### src/rtl/rr_grant_encoder.sv
// Round-robin arbiter feeding a single-entry registered grant slot that carries
// both the one-hot grant and its binary index behind a valid/ready handshake.
module rr_grant_encoder #(
    parameter int NUM_REQ   = 8,
    parameter int IDX_WIDTH = (NUM_REQ == 1) ? 1 : $clog2(NUM_REQ)
) (
    input  logic                 clk_i,
    input  logic                 rst_i,
    input  logic [NUM_REQ-1:0]   req_i,
    output logic [NUM_REQ-1:0]   ack_o,
    output logic                 valid_o,
    input  logic                 ready_i,
    output logic [NUM_REQ-1:0]   gnt_onehot_o,
    output logic [IDX_WIDTH-1:0] gnt_idx_o
);

    logic                 r_valid;
    logic [NUM_REQ-1:0]   r_gnt;
    logic [IDX_WIDTH-1:0] r_idx;
    logic [IDX_WIDTH-1:0] r_ptr;

    logic                 w_load;
    logic                 w_found;
    logic [IDX_WIDTH-1:0] w_win;
    logic [NUM_REQ-1:0]   w_win_oh;
    logic [IDX_WIDTH-1:0] w_ptr_nxt;

    assign w_load = !r_valid || ready_i;

    // Scan offsets 0..NUM_REQ-1 from the pointer; the first hit wins.
    always_comb begin
        w_found = 1'b0;
        w_win   = '0;
        for (int i = 0; i < NUM_REQ; i++) begin
            if (!w_found && req_i[(int'(r_ptr) + i) % NUM_REQ]) begin
                w_found = 1'b1;
                w_win   = IDX_WIDTH'((int'(r_ptr) + i) % NUM_REQ);
            end
        end
    end

    assign w_win_oh  = NUM_REQ'(1) << w_win;
    // Explicit wrap keeps non-power-of-two sizes in range; NUM_REQ=1 stays at 0.
    assign w_ptr_nxt = (w_win == IDX_WIDTH'(NUM_REQ - 1)) ? '0 : w_win + 1'b1;

    assign ack_o = (w_load && w_found && !rst_i) ? w_win_oh : '0;

    always_ff @(posedge clk_i or posedge rst_i) begin
        if (rst_i) begin
            r_valid <= 1'b0;
            r_gnt   <= '0;
            r_idx   <= '0;
            r_ptr   <= '0;
        end else if (w_load) begin
            r_valid <= w_found;
            r_gnt   <= w_found ? w_win_oh : '0;
            r_idx   <= w_found ? w_win : '0;
            if (w_found) begin
                r_ptr <= w_ptr_nxt;
            end
        end
    end

    assign valid_o      = r_valid;
    assign gnt_onehot_o = r_gnt;
    assign gnt_idx_o    = r_idx;

endmodule

### config.mk
export PLATFORM = sky130hd
export DESIGN_NAME = rr_grant_encoder
export DESIGN_NICKNAME = d
export VERILOG_FILES = /design/src/rtl/rr_grant_encoder.sv
export SDC_FILE = /design/constraint.sdc
export NUM_CORES = 1
export LEC_CHECK = 0
export ABC_AREA = 1
export CAP_MARGIN = 10
export CORE_ASPECT_RATIO = 1.5
export CORE_UTILIZATION = 30
export CTS_BUF_LIST = sky130_fd_sc_hd__clkbuf_4
export CTS_CLUSTER_DIAMETER = 40
export DETAILED_ROUTE_END_ITERATION = 6
export HOLD_SLACK_MARGIN = 0.06
export PLACE_DENSITY_LB_ADDON = 0.25
export SLEW_MARGIN = 10
export SYNTH_ARGS = -nofsm -noshare
export SYNTH_HDL_FRONTEND = slang
export SYNTH_SLANG_ARGS = --single-unit
export TNS_END_PERCENT = 1
### constraint.sdc
create_clock -name clk_i -period 7.75 [get_ports clk_i]
set_input_delay 2.325 -clock clk_i [delete_from_list [all_inputs] [get_ports clk_i]]
set_output_delay 2.325 -clock clk_i [all_outputs]
set_load 0.005 [all_outputs]
==> results.sh <==
export IMPL_path_max_fanout=6
export IMPL_finalSetupTns_ns=0
export IMPL_finalCritPeriodShare_pct=96.1
export IMPL_required_ns=5.43
export IMPL_synth_top_area_share_pct=23.4
export IMPL_synth_area_leaders="dfrtp_1 (23%), nand2_1 (15%), nand3_1 (11%)"
export IMPL_grt_max_degree=17
export IMPL_syn_num_nets=249
export IMPL_finalWirelength_mm=3.78
export IMPL_die_height_um=91.6
export IMPL_synth_cells=230
export IMPL_io_buffers=30
export IMPL_synth_common_cells="nand2_1 (64), nand3_1 (34), nor2_1 (24), inv_1 (22), dfrtp_1 (15)"
export IMPL_multi_input_area_um2=1070
export IMPL_ant_nets=0
export IMPL_areaGrowthSynthToFinish_pct=23.9
export IMPL_timing_rr_start="r_ptr[0]"
export IMPL_overflow=0
export IMPL_cts_tree="yes"
export IMPL_yosysMostFrequentCell="nand2_1"
export IMPL_min_path_cells=2
export IMPL_synth_edf_count=0
export IMPL_start_kind="input port"
export IMPL_wire_per_inst_um=11.5
export IMPL_clock_tree_root_cell="clkbuf_4"
export IMPL_drt_iter0_markers=69
export IMPL_crit_family="simple AND/OR/NAND/NOR gates"
export IMPL_cts_hold_buf=0
export IMPL_finalClockSkew_ns=0.0136
export IMPL_clock_fmax_mhz=134
export IMPL_path_buf_inv=5
export IMPL_nets=281
export IMPL_clk_pin_slew_ns=0.09
export IMPL_synth_seq_area_share_pct=23.4
export IMPL_max_slew_worst_pin_slew_ns=0.728
export IMPL_n_antenna_cell=0
export IMPL_cp_slowest_stage_delay_ns=0.50
export IMPL_hold_violations=0
export IMPL_period_minus_slack_ns=7.45
export IMPL_cp_slowest_cell="clkdlybuf4s50_1"
export IMPL_r2r_cells=17
export IMPL_rsz0062_at_grt="false"
export IMPL_grt_pass1_wl_mm=6.55
export IMPL_path_cells="clkdlybuf4s50_1 -> nand2_2 -> nand3_2 -> nand3_1 -> nand2_1 -> inv_1 -> nand4_4 -> nor2_4 -> nand3_1 -> nand3_1 -> nand2_2 -> inv_1 -> ha_1 -> inv_1 -> nor2_1 -> nand2_2 -> nor2_1 -> clkdlybuf4s50_1"
export IMPL_gp_congestion=0.903
export IMPL_post_dp_hpwl_mm=3.17
export IMPL_grtUsageTotal_pct=15.2
export IMPL_async_flop_share_pct=100
export IMPL_vias_per_cell=4.60
export IMPL_postSynthAreaPerCell_um2=6.97
export IMPL_grt_pass1_vias=1433
export IMPL_clk_path_buf_depth=2
export IMPL_antenna_found_initial=0
export IMPL_hold_end="gnt_onehot_o[6]"
export IMPL_outcome="finished clean"
export IMPL_cts_sinks=15
export IMPL_crit_type="in2out"
export IMPL_synth_warnings=0
export IMPL_cp_arrival_ns=5.12
export IMPL_final_setup_viol_count=0
export IMPL_synth_seq_cells=15
export IMPL_hp_start="gnt_onehot_o[6]"
export IMPL_die_area_um2=5650
export IMPL_synth_flop_cell="dfrtp_1"
export IMPL_worst_hold_path_type="reg2reg"
export IMPL_worstSkewPairLatency_ns=0.30
export IMPL_start_util_pct=31.3
export IMPL_regToRegSetupSlack_ns=4.28
export IMPL_regArea_um2=375
export IMPL_syn_area_um2=1600
export IMPL_cts_buffers=3
export IMPL_slew_viol_final=0
export IMPL_die_w_um=61.7
export IMPL_synth_area_leader_cell="dfrtp_1"
export IMPL_r2r_end="r_ptr[2]"
export IMPL_fp_coreArea_um2=5120
export IMPL_ys_types=29
export IMPL_slew_headroom_pct=51.3
export IMPL_n_fill_cell=586
export IMPL_htreeDepth=1
export IMPL_drive_gt1_share_pct=20.7
export IMPL_drtPass1Iterations=4
export IMPL_num_rows=32
export IMPL_drc_errors=0
export IMPL_pin_count=31
export IMPL_maxCapViolCount=0
export IMPL_vias=1515
export IMPL_cp_end_kind="output port"
==> placed cells by master, fill, tap and decap left out, types with 2 or more instances in the layout <==
| cell type | instances |
|---|---|
| nand3_2 | 10 |
| nand2_1 | 63 |
| clkbuf_4 | 3 |
| nor2_2 | 2 |
| buf_4 | 2 |
| clkdlybuf4s50_1 | 30 |
| nand2_2 | 15 |
| a21oi_2 | 2 |
| nand2_4 | 4 |
| dfrtp_1 | 15 |
| nor2_1 | 24 |
| nand3_1 | 34 |
| o21ai_0 | 4 |
| inv_2 | 6 |
| ha_1 | 8 |
| inv_1 | 22 |
| nand4_1 | 3 |
==> metrics by stage <==
stage	hold WS (ns)	util, %	instance area (µm²)	cells	setup slack [ns]
final	0.483	38.8	1990	329	0.303
after global routing	0.510	38.8	1990	329	0.00162
after CTS	0.490	38.6	1980	328	0.185
after detailed placement	0.465	38.0	1950	324	0.190
after global placement	0.463	38.0	1950	324	0.212
after floorplan	0.472	-	1600	230	1.50
==> final cells by class <==
class                      instances  share of cell area (%)
clock buffer                       3                    1.13
clock inverter                     1                   0.378
inverter                          29                    5.60
multi-input combinational        181                    53.9
sequential                        15                    18.9
tap                               68                    4.28
timing repair buffer              32                    15.9
==> worst register-to-register path: stages, from the launching register on <==
cell and delay (ns):
dfrtp_1 0.68, inv_2 0.22, ha_1 0.46, inv_2 0.18
nand3_1 0.17, nand3_2 0.15, nand2_4 0.08, nor2_8 0.10
nand4_4 0.11, nor2_4 0.20, nand3_1 0.11, nand3_1 0.13
nand2_2 0.10, inv_1 0.09, ha_1 0.18, ha_1 0.24
nor2_1 0.14, a21oi_2 0.04
==> sequential cells by signal, summed over array words and instances, names as in the netlist <==
| signal | flops |
|---|---|
| gnt_idx_o | 3 |
| valid_o | 1 |
| gnt_onehot_o | 8 |
| r_ptr | 3 |
==> per-layer routing <==
metal	wire [µm]	track usage (%)	vias to the layer above	part of all wire [%]
met5	0	0	-	0
met4	62	5.00	0	1.6
met3	98	0.427	5	2.6
met2	2120	28.0	34	56
met1	1500	17.6	683	40
li1	-	-	793	-
==> timing repair <==
item,in CTS,in global routing
gates resized for setup,0,1
setup buffers,0,1
setup endpoints to repair,0,3
==> worst max-delay path by stage <==
stage                     startpoint       end  slack [ns]  cells past startpoint
after floorplan             req_i[1]  ack_o[5]        1.50                     16
after global placement      req_i[7]  ack_o[7]        0.21                     17
after detailed placement    req_i[7]  ack_o[7]        0.19                     17
after CTS                   req_i[7]  ack_o[7]        0.19                     17
after global routing        req_i[7]  ack_o[5]       0.002                     18
final                       req_i[7]  ack_o[5]        0.30                     18
==> cell families (layout without fill, tap and decap cells) <==
kind of cell    count (synthesis)  in the layout  synth area share [%]
xor+xnor                        4              4                  4.29
fa+ha+maj                       8              8                  6.24
compound gates                  9              9                  3.74
simple gates                  160            160                  52.3
buf+inv                        34             65                  9.98
flops                          15             15                  23.4
Power is left out: the tool's default activity adds up to more than one toggle a clock period on the data nets, which glitch-free logic cannot reach.
